==> src/rtl/nibble_add_seq.sv <==
// nibble_add_seq: multi-cycle WIDTH-bit add/subtract sequencer.
// One nibble per cycle is fed LSB-first through an external 4-bit adder
// slice; this block owns the operand/carry registers, the nibble index and
// the start/busy/done handshake. The carry ripples between nibbles through
// cr_reg, so the slice path stays register -> slice -> register each cycle.
module nibble_add_seq #(
    parameter int WIDTH = 32
) (
    input  logic             clk,
    input  logic             rst,
    input  logic             start,
    input  logic             sub,
    input  logic [WIDTH-1:0] a,
    input  logic [WIDTH-1:0] b,
    input  logic             ci,
    output logic             busy,
    output logic             done,
    output logic [WIDTH-1:0] sum,
    output logic             co,
    output logic             ovf,
    output logic [3:0]       slice_a,
    output logic [3:0]       slice_b,
    output logic             slice_ci,
    input  logic [3:0]       slice_sum,
    input  logic             slice_co
);

    localparam int NIB = WIDTH / 4;
    localparam int IW  = $clog2(NIB) + 1;

    localparam logic [1:0] IDLE = 2'd0;
    localparam logic [1:0] RUN  = 2'd1;
    localparam logic [1:0] DONE = 2'd2;

    logic [1:0]       state_reg;
    logic [WIDTH-1:0] ra_reg;
    logic [WIDTH-1:0] rb_reg;
    logic             cr_reg;
    logic [IW-1:0]    idx_reg;
    logic             co_reg;
    logic             ovf_reg;

    logic [3:0] ra_nib [NIB];
    logic [3:0] rb_nib [NIB];
    logic [3:0] sum_nib_reg [NIB];

    logic accept;
    logic running;
    logic last_nib;

    // A new operation is taken only when not already running.
    assign accept   = start && (state_reg != RUN);
    assign running  = (state_reg == RUN);
    assign last_nib = running && (idx_reg == IW'(NIB - 1));

    // Split the operand registers into nibbles for the slice mux.
    generate
        for (genvar gi = 0; gi < NIB; gi++) begin : g_split
            assign ra_nib[gi] = ra_reg[4*gi +: 4];
            assign rb_nib[gi] = rb_reg[4*gi +: 4];
        end
    endgenerate

    // Control state, operand latching, carry ripple and final flags.
    always_ff @(posedge clk or posedge rst) begin
        if (rst) begin
            state_reg <= IDLE;
            ra_reg    <= '0;
            rb_reg    <= '0;
            cr_reg    <= 1'b0;
            idx_reg   <= '0;
            co_reg    <= 1'b0;
            ovf_reg   <= 1'b0;
        end else begin
            case (state_reg)
                IDLE, DONE: begin
                    if (start) begin
                        // Subtraction is a + ~b + 1, so b is inverted here
                        // and the incoming carry is forced high.
                        ra_reg    <= a;
                        rb_reg    <= sub ? ~b : b;
                        cr_reg    <= sub ? 1'b1 : ci;
                        idx_reg   <= '0;
                        co_reg    <= 1'b0;
                        ovf_reg   <= 1'b0;
                        state_reg <= RUN;
                    end else begin
                        state_reg <= IDLE;
                    end
                end
                RUN: begin
                    cr_reg  <= slice_co;
                    idx_reg <= idx_reg + 1'b1;
                    if (last_nib) begin
                        // Overflow: same operand signs, result sign differs.
                        co_reg    <= slice_co;
                        ovf_reg   <= (ra_reg[WIDTH-1] == rb_reg[WIDTH-1]) &&
                                     (slice_sum[3] != ra_reg[WIDTH-1]);
                        state_reg <= DONE;
                    end
                end
                default: state_reg <= IDLE;
            endcase
        end
    end

    // Per-nibble result registers: cleared on accept, written when selected.
    generate
        for (genvar gi = 0; gi < NIB; gi++) begin : g_sum
            always_ff @(posedge clk or posedge rst) begin
                if (rst) begin
                    sum_nib_reg[gi] <= 4'h0;
                end else if (accept) begin
                    sum_nib_reg[gi] <= 4'h0;
                end else if (running && (idx_reg == IW'(gi))) begin
                    sum_nib_reg[gi] <= slice_sum;
                end
            end
            assign sum[4*gi +: 4] = sum_nib_reg[gi];
        end
    endgenerate

    // Drive the current nibble and carry to the slice; quiet outside RUN.
    always_comb begin
        slice_a  = 4'h0;
        slice_b  = 4'h0;
        slice_ci = 1'b0;
        if (running) begin
            slice_ci = cr_reg;
            for (int i = 0; i < NIB; i++) begin
                if (idx_reg == IW'(i)) begin
                    slice_a = ra_nib[i];
                    slice_b = rb_nib[i];
                end
            end
        end
    end

    assign busy = (state_reg == RUN);
    assign done = (state_reg == DONE);
    assign co   = co_reg;
    assign ovf  = ovf_reg;

endmodule

==> config.mk <==
export PLATFORM = sky130hd
export DESIGN_NAME = nibble_add_seq
export DESIGN_NICKNAME = d
export VERILOG_FILES = /design/src/rtl/nibble_add_seq.sv
export SDC_FILE = /design/constraint.sdc
export NUM_CORES = 1
export LEC_CHECK = 0
export CORE_MARGIN = 3
export CORE_UTILIZATION = 45
export DETAILED_ROUTE_END_ITERATION = 12
export PLACE_DENSITY_LB_ADDON = 0.12
export SYNTH_ARGS = -nofsm -noshare
export SYNTH_HDL_FRONTEND = slang
export SYNTH_SLANG_ARGS = --single-unit
==> constraint.sdc <==
create_clock -name clk -period 3.65 [get_ports clk]
set_input_delay 0.5475 -clock clk [delete_from_list [all_inputs] [get_ports clk]]
set_output_delay 0.5475 -clock clk [all_outputs]
set_load 0.01 [all_outputs]
==> flow_summary.json, run 1 <==
{
  "first_pass_iters": 4,
  "worst-path-max-fanout": 18,
  "finalSetupTns_ns": 0,
  "synth_commonest_cells": "nand2_1, dfrtp_1, o21ai_0",
  "reg2reg_slack_ns": 1.60,
  "antenna_found_initial": 0,
  "reg2regPathDepth": 5,
  "fp-row-count": 38,
  "ctsResizeCount": 0,
  "peakVddDrop_mv": 0.344,
  "power_density_nw_per_um2": 802,
  "synth-main-ff-cell": "dfrtp_1",
  "synth_fp_nets": 647,
  "vias": 4222,
  "run_status": "finished, final reports clean",
  "postCtsHoldBufs": 0,
  "crit_cells": 7,
  "crit_buf_inv": 2,
  "n_antenna_cell": 0,
  "grt_pass1_vias": 4230,
  "rsz0062_at_grt": "no",
  "yosysTopAreaCellShare_pct": 52.1,
  "slew_headroom_pct": 25.5,
  "routed_wl_um": 12600,
  "period_share_pct": 90.4,
  "syn_area_sq_um": 5050,
  "clk_pin_slew_ns": 0.10,
  "synth_area_leaders": "dfrtp_1, nand2_1, o21ai_0",
  "grt-ovfl-total": 0,
  "clk_latency_ns": 0.37,
  "worstHoldStart": "ra_reg[1]$_DFFE_PP0P_",
  "yosysSeqAreaShare_pct": 52.1,
  "required_ns": 3.10,
  "cts_setup_buffers": 0,
  "fin_util_pct": 59.6,
  "drv_slew": 0,
  "critical_path.top_delay_family": "compound AO/OA/AOI/OAI gates",
  "clock_path_buffers": 2,
  "die_area_sq_um": 12500,
  "tritoncts.num_buffers": 9,
  "ys.warnings.count": 0,
  "syn2layout_area_growth_pct": 28.6,
  "ys_async_sr_fraction_pct": 100,
  "pin_count": 119,
  "vias_per_cell": 5.21,
  "die_w_um": 112,
  "die_h_um": 112,
  "cts_tree": "yes",
  "dp_hpwl_um": 9340,
  "crit_path_start_kind": "register",
  "leakage_nw": 2.93,
  "htree_levels": 3,
  "port_buffers": 118,
  "setup_viol": 0,
  "endpoint_kind": "output port",
  "core_area_sq_um": 10900,
  "rr_startpoint": "idx_reg[2]$_DFFE_PP0P_",
  "worstMarginPinSlew_ns": 1.12,
  "grt_pass1_wl_um": 21100,
  "placed_area_sq_um": 6310,
  "clkSinkCount": 105,
  "initial_utilization_pct": 46.4,
  "drtIter0Drc": 211,
  "synth.avg_cell_area_sq_um": 8.87,
  "wl_per_cell_um": 15.6,
  "yosysTopAreaCell": "dfrtp_1",
  "maxCapViolations": 0,
  "min_path_type": "reg -> reg",
  "hold_path_depth": 2,
  "path_class": "reg -> out",
  "drc": 0,
  "fmax_mhz": 303,
  "yosysMostFrequentCell": "nand2_1",
  "total_power_mw": 5.20,
  "hold_end": "ra_reg[1]$_DFFE_PP0P_",
  "nNetsFinal": 743,
  "synth_edf_count": 0,
  "slowest_delay_ns": 0.54,
  "cp_data_arrival_time_ns": 2.75,
  "cts.root.buffer_cell": "clkbuf_8",
  "skew_ns": 0.0143,
  "finalHoldViolations": 0,
  "gp_congestion": 0.971,
  "postRouteAntennaNets": 0,
  "track_usage_pct": 20.5,
  "fin_area_sq_um": 6490,
  "crit_chain": "inv_1 -> ha_1 -> a21o_1 -> a21oi_1 -> a211oi_1 -> o21ai_1 -> clkdlybuf4s50_1",
  "syn-instance-count": 569,
  "ys_types": 30,
  "min_period_ns": 3.30,
  "timing.rr.end": "ovf$_DFFE_PP0P_",
  "crit_slowest_cell": "ha_1",
  "drive_gt1_share_pct": 4.63,
  "ys_ff_latch": 105,
  "grt_max_degree": 65
}
## worst max path at each step
stage,start,to
after global placement,idx_reg[2]$_DFFE_PP0P_,slice_a[0]
after CTS,idx_reg[1]$_DFFE_PP0P_,slice_b[2]
after floorplan,rst,co$_DFFE_PP0P_
after detailed placement,idx_reg[1]$_DFFE_PP0P_,slice_b[2]
after global routing,idx_reg[1]$_DFFE_PP0P_,slice_a[2]
final,idx_reg[1]$_DFFE_PP0P_,slice_b[2]
## metrics by stage
step / worst slack, ns / std cells / hold WS, ns
after floorplan: 0.342 / 569 / 0.445
after global placement: 0.795 / 794 / 0.464
after detailed placement: 0.740 / 794 / 0.466
after CTS: 0.332 / 810 / 0.491
after global routing: 0.145 / 810 / 0.511
final: 0.351 / 810 / 0.489
## kinds of logic after synthesis
kind of cell	synth area share (%)
simple gates	17.0
compound gates	18.7
flops	52.1
buf+inv	5.28
xor+xnor	5.73
fa+ha+maj	0.992
mux	0.198
## worst reg2reg max path, stage by stage, from the launching register on
cell and delay (ns):
dfrtp_1 0.79, and2b_4 0.31, and3_1 0.46, buf_4 0.25, o21ai_0 0.09, o21ai_0 0.08
## layer usage
| metal | share of wire [%] | global-route usage [%] | up-vias |
|---|---|---|---|
| met4 | 0.93 | 4.38 | 0 |
| met3 | 4.7 | 3.97 | 12 |
| met2 | 49 | 33.7 | 111 |
| met1 | 46 | 28.5 | 2016 |
| li1 | - | - | 2083 |
| met5 | 0 | 0 | - |
## cell usage in the layout, fill, tap and decap left out, drive strengths merged
cell type and instances:
nand2 152, clkdlybuf4s50 117, dfrtp 105, o21ai 74, a21oi 40, a22o 29, xnor2 25, inv 23
nor2 14, clkbuf 11, buf 11, nand3 10, and3 8, a21o 8, nand3b 8, a211oi 8
xor2 8, ha 4, nand2b 4, clkinvlp 2, nor2b 2, and2b 1, nor3b 1, mux2i 1
nand4 1, or3 1, and2 1, clkinv 1
## power by group
| part | internal [mW] | switching (mW) | leakage (nW) | total [mW] |
|---|---|---|---|---|
| logic | 1.17 | 1.32 | 1.50 | 2.49 |
| registers | 1.69 | 0.348 | 1.34 | 2.04 |
| clock network | 0.271 | 0.404 | 0.0863 | 0.676 |
## layout make-up
cell class	count	area, sq um
Clock inverter	5	37.5
Fill cell	1008	4400
Tap cell	140	175
Timing Repair Buffer	128	1260
Sequential cell	105	2630
Multi-Input combinational cell	400	2160
Inverter	21	81.3
Clock buffer	11	141
Note: power is estimated with default switching activity, not from simulation.
==> inputs of run 2 (changes only) <==
==> constraint.sdc (replaced) <==
create_clock -name clk -period 3.1 [get_ports clk]
set_input_delay 0.465 -clock clk [delete_from_list [all_inputs] [get_ports clk]]
set_output_delay 0.465 -clock clk [all_outputs]
set_load 0.01 [all_outputs]
==> run 2 against run 1 <==
  * Non-clock buffer count grew 4
  * Sequential cell count unchanged
  * Combinational power grew 20%
  * Clock-buffer cell count did not move
  * Largest cell class unchanged
==> flow_summary.json, run 2 (same netlist as run 1, synthesis figures left out) <==
{
  "run_status": "finished, final reports clean",
  "vias": 4271,
  "postCtsHoldBufs": 0,
  "cts_tree": "yes",
  "pwr-share-comb_pct": 48.8,
  "total_power_mw": 6.14,
  "slowest_delay_ns": 0.57,
  "period_share_pct": 94.9,
  "drtIter0Drc": 270,
  "required_ns": 2.63,
  "crit_path_start_kind": "register",
  "pin_count": 119,
  "startpoint": "idx_reg[0]$_DFFE_PP0P_",
  "holdWs_ns": 0.486,
  "routed_wl_um": 12300,
  "worstHoldStart": "ra_reg[20]$_DFFE_PP0P_",
  "fmax_mhz": 340,
  "core_area_sq_um": 10900,
  "setup_viol": 0,
  "min_path_type": "reg -> reg",
  "drc": 0,
  "reg2regPathDepth": 6,
  "slew_headroom_pct": 42.4,
  "rr_startpoint": "idx_reg[0]$_DFFE_PP0P_",
  "postRouteAntennaNets": 0,
  "met3_usage_pct": 3.64,
  "intPower_mw": 3.72,
  "switching_share_pct": 39.5,
  "port_buffers": 118,
  "crit_slowest_cell": "clkdlybuf4s50_1",
  "busiest_layer": "met2",
  "fp-row-count": 38,
  "clkSinkCount": 105,
  "antenna_found_initial": 0,
  "grt.met2_usage_pct": 33.3,
  "nNetsFinal": 747,
  "drv_slew": 0,
  "clock_path_buffers": 2,
  "leakage_nw": 2.94,
  "dp_hpwl_um": 9220,
  "gp_congestion": 0.840,
  "power_density_nw_per_um2": 941,
  "drive_gt1_share_pct": 5.79,
  "die_area_sq_um": 12500,
  "final_common_cell": "nand2_1",
  "clk_latency_ns": 0.37,
  "p_seq_share_pct": 38.7,
  "worst-path-max-fanout": 8,
  "initial_utilization_pct": 46.4,
  "p_clk_share_pct": 12.5,
  "n_antenna_cell": 0,
  "peakVddDrop_mv": 0.428,
  "finalSetupTns_ns": 0,
  "cts.root.buffer_cell": "clkbuf_8",
  "die_w_um": 112,
  "tritoncts.num_buffers": 9,
  "finalHoldViolations": 0,
  "wl_per_cell_um": 15.2,
  "track_usage_pct": 20.4,
  "grt_pass1_wl_um": 20800,
  "min_period_ns": 2.94,
  "vias_per_cell": 5.25,
  "skew_ns": 0.0130,
  "grt_max_degree": 63,
  "maxCapViolations": 0,
  "p_switching_mw": 2.43,
  "cp_data_arrival_time_ns": 2.48,
  "grt-ovfl-total": 0,
  "final_cell_mix": "nand2_1, clkdlybuf4s50_1, dfrtp_1, o21ai_0, a21oi_1",
  "worstMarginPinSlew_ns": 0.864,
  "globalRouteMet1Util_pct": 27.8,
  "clk_pin_slew_ns": 0.09,
  "hold_path_depth": 2,
  "rsz0062_at_grt": "no",
  "crit_chain": "ha_1 -> or3_4 -> a21oi_1 -> a211oi_1 -> o21ai_1 -> clkdlybuf4s50_1",
  "die_h_um": 112,
  "htree_levels": 3,
  "path_class": "reg -> out",
  "grt_pass1_vias": 4174,
  "first_pass_iters": 4,
  "endpoint_kind": "output port",
  "syn2layout_area_growth_pct": 29.4
}
run 2: changes by cell type in the layout (fill, tap and decap cells not counted), sizes merged:
cell and change:
inv -1, clkinv +1, buf +4
run 2: power groups by stage:
| stage | Clock (mW) | Sequential [mW] | Combinational (mW) |
|---|---|---|---|
| after floorplan | 0 | 2.37 | 1.74 |
| after global placement | 0 | 2.40 | 2.90 |
| after detailed placement | 0 | 2.41 | 2.98 |
| after CTS | 0.796 | 2.38 | 3.00 |
| after global routing | 0.839 | 2.46 | 3.35 |
| final | 0.770 | 2.38 | 3.00 |
run 2: final timing paths:
check | end | slack, ns
worst max-delay path | slice_b[3] | 0.16
worst min-delay path | ra_reg[20]$_DFFE_PP0P_ | 0.49
worst max register to register | ovf$_DFFE_PP0P_ | 1.35
worst min register to register | ra_reg[20]$_DFFE_PP0P_ | 0.49
max in group asynchronous | idx_reg[0]$_DFFE_PP0P_ | 1.88
min in group asynchronous | sum[11]$_DFFE_PP0P_ | 0.60
run 2: worst max-delay path, delay by kind of cell, from the launching register on:
| kind | cells | cell delay (ns) |
|---|---|---|
| buf+inv | 1 | 0.57 |
| flops | 1 | 0.44 |
| compound gates | 3 | 0.44 |
| simple gates | 1 | 0.43 |
| fa+ha+maj | 1 | 0.25 |
run 2: per-stage QoR:
step	std cells	cell area, sq um	utilization [%]	worst slack, ns
global route	814	6530	60.0	0.0212
floorplan	569	5050	-	1.11
detailed placement	798	6340	58.3	0.464
CTS	814	6510	59.8	0.0573
finish	814	6530	60.0	0.159
global placement	798	6340	58.3	0.555
run 2: cell type report:
class | instances | area (sq um)
clock buffers | 11 | 131
inverters | 21 | 82.6
repair buffers | 132 | 1300
clock inverters | 5 | 38.8
fillers | 984 | 4360
multi-input cells | 400 | 2180
well taps | 140 | 175
flip-flops and latches | 105 | 2630
run 2: timing repair:
item / 4_1_cts / 5_1_grt
resized for setup: 0 / 6
buffers inserted: 0 / 0
setup endpoints to repair: 0 / 8
run 2: per-layer routing:
metal | part of all wire (%) | routed length, um
met4 | 2.3 | 278
met2 | 48 | 5880
met5 | 0 | 0
met1 | 45 | 5580
met3 | 4.8 | 595
==> inputs of run 3 (changes only) <==
--- a/config.mk
+++ b/config.mk
@@ -9,6 +9,7 @@
 export CORE_UTILIZATION = 45
 export DETAILED_ROUTE_END_ITERATION = 12
 export PLACE_DENSITY_LB_ADDON = 0.12
+export SETUP_SLACK_MARGIN = 0.1
 export SYNTH_ARGS = -nofsm -noshare
 export SYNTH_HDL_FRONTEND = slang
 export SYNTH_SLANG_ARGS = --single-unit
==> run 3 against run 2 <==
  * Sequential cell count unchanged
  * Global-route usage about the same
  * Via count about the same
  * Routed wire length rose by 0.67%
  * Final area is 0.42% higher
  * Hold slack got worse by 0.00064 ns
  * Combinational power hardly changed
  * Core utilization increased by 0.25 points
  * Register-to-register slack barely moved
==> flow_summary.json, run 3 (same netlist as run 1, synthesis figures left out) <==
{
  "path_class": "reg -> out",
  "initial_utilization_pct": 46.4,
  "critical_path.top_delay_family": "buffers and inverters",
  "min_path_type": "reg -> reg",
  "die_w_um": 112,
  "syn2layout_area_growth_pct": 29.9,
  "crit_path_start_kind": "register",
  "postRouteAntennaNets": 0,
  "final_cell_mix": "nand2_1, clkdlybuf4s50_1, dfrtp_1, o21ai_0, a21oi_1",
  "rsz0062_at_grt": "yes",
  "antenna_found_initial": 0,
  "endpoint_kind": "output port",
  "core_area_sq_um": 10900,
  "peakVddDrop_mv": 0.427,
  "fmax_mhz": 346,
  "fill_cells": 982,
  "skew_ns": 0.00991,
  "finalHoldViolations": 0,
  "grt_pass1_vias": 4173,
  "period_share_pct": 93.3,
  "setup_viol": 0,
  "leakage_nw": 3.02,
  "fp-row-count": 38,
  "drive_gt1_share_pct": 6.22,
  "crit_buf_inv": 1,
  "reg2reg_slack_ns": 1.36,
  "run_status": "finished, final reports clean",
  "grt-ovfl-total": 0,
  "worstMarginPinSlew_ns": 0.876,
  "pin_count": 119,
  "htree_levels": 3,
  "slew_headroom_pct": 41.6,
  "grt_max_degree": 63,
  "cts.root.buffer_cell": "clkbuf_8",
  "worst-path-max-fanout": 8,
  "final_common_cell": "nand2_1",
  "cts_tree": "yes",
  "clock_path_buffers": 2,
  "gp_congestion": 0.840,
  "clk_pin_slew_ns": 0.09,
  "clkSinkCount": 105,
  "postCtsHoldBufs": 0,
  "required_ns": 2.63,
  "dp_hpwl_um": 9220,
  "port_buffers": 118,
  "die_h_um": 112,
  "n_antenna_cell": 0,
  "slowest_delay_ns": 0.57,
  "drc": 0,
  "finalSetupTns_ns": 0,
  "tritoncts.num_buffers": 9,
  "cp_data_arrival_time_ns": 2.43,
  "drv_slew": 0,
  "clk_latency_ns": 0.36,
  "die_area_sq_um": 12500,
  "holdWs_ns": 0.485,
  "drtIter0Drc": 262,
  "vias_per_cell": 5.24,
  "first_pass_iters": 4,
  "maxCapViolations": 0,
  "grt_pass1_wl_um": 20900,
  "crit_chain": "ha_1 -> or3_4 -> a21oi_1 -> a211oi_1 -> o21ai_1 -> clkdlybuf4s50_1",
  "crit_slowest_cell": "clkdlybuf4s50_1",
  "nNetsFinal": 748,
  "routed_wl_um": 12400,
  "track_usage_pct": 20.4,
  "min_period_ns": 2.89,
  "vias": 4267,
  "wl_per_cell_um": 15.2,
  "power_density_nw_per_um2": 939
}
-- run 3: metal layers --
metal  routed length (um)  GRT usage [%]  up-vias
met1                 5640           27.9     2023
met2                 5940           33.5      122
met5                    0              0        -
li1                     -              -     2101
met3                  582           3.48       21
met4                  249           6.49        0
-- run 3: path summary, 6_finish.rpt --
path,to,cells past startpoint,from
max,slice_a[2],6,idx_reg[0]$_DFFE_PP0P_
min,ra_reg[20]$_DFFE_PP0P_,2,ra_reg[20]$_DFFE_PP0P_
max reg2reg,ovf$_DFFE_PP0P_,4,state_reg[0]$_DFFE_PP0N_
min reg2reg,ra_reg[20]$_DFFE_PP0P_,2,ra_reg[20]$_DFFE_PP0P_
max in group asynchronous,idx_reg[2]$_DFFE_PP0P_,3,rst
min in group asynchronous,sum[11]$_DFFE_PP0P_,3,rst
-- run 3: worst register-to-register path, stage by stage, from the launching register on --
cell      delay, ns
dfrtp_1        0.44
nand2b_2       0.66
buf_4          0.36
nand2_1        0.08
o21ai_0        0.14
-- run 3: cell type report --
| class | count | area, sq um | share of cell area (%) |
|---|---|---|---|
| sequential | 105 | 2630 | 40.1 |
| multi-input combinational | 400 | 2180 | 33.3 |
| inverter | 21 | 82.6 | 1.26 |
| tap | 140 | 175 | 2.67 |
| clock buffer | 11 | 131 | 2.00 |
| clock inverter | 5 | 38.8 | 0.592 |
| timing repair buffer | 133 | 1320 | 20.1 |
-- run 3: power breakdown --
part | leakage [nW] | internal, mW | switching, mW | total (mW)
Sequential | 1.34 | 1.99 | 0.386 | 2.38
Clock | 0.0843 | 0.299 | 0.469 | 0.769
Combinational | 1.59 | 1.42 | 1.58 | 3.01
Total | 3.02 | 3.72 | 2.44 | 6.15
-- run 3: repair_timing --
action / 4_1_cts / 5_1_grt
pin swaps: 0 / 2
setup buffers: 1 / 0
setup endpoints to repair: 8 / 8
resized for setup: 2 / 14
-- run 3: per-stage QoR --
step	area (sq um)	total power, mW	util (%)	cells	worst slack, ns
2_1_floorplan	5050	4.11	-	569	1.11
5_1_grt	6560	6.65	60.2	815	0.0845
3_3_place_gp	6340	5.30	58.3	798	0.555
3_5_place_dp	6340	5.39	58.3	798	0.464
4_1_cts	6530	6.19	59.9	815	0.105
6_report	6560	6.15	60.2	815	0.207
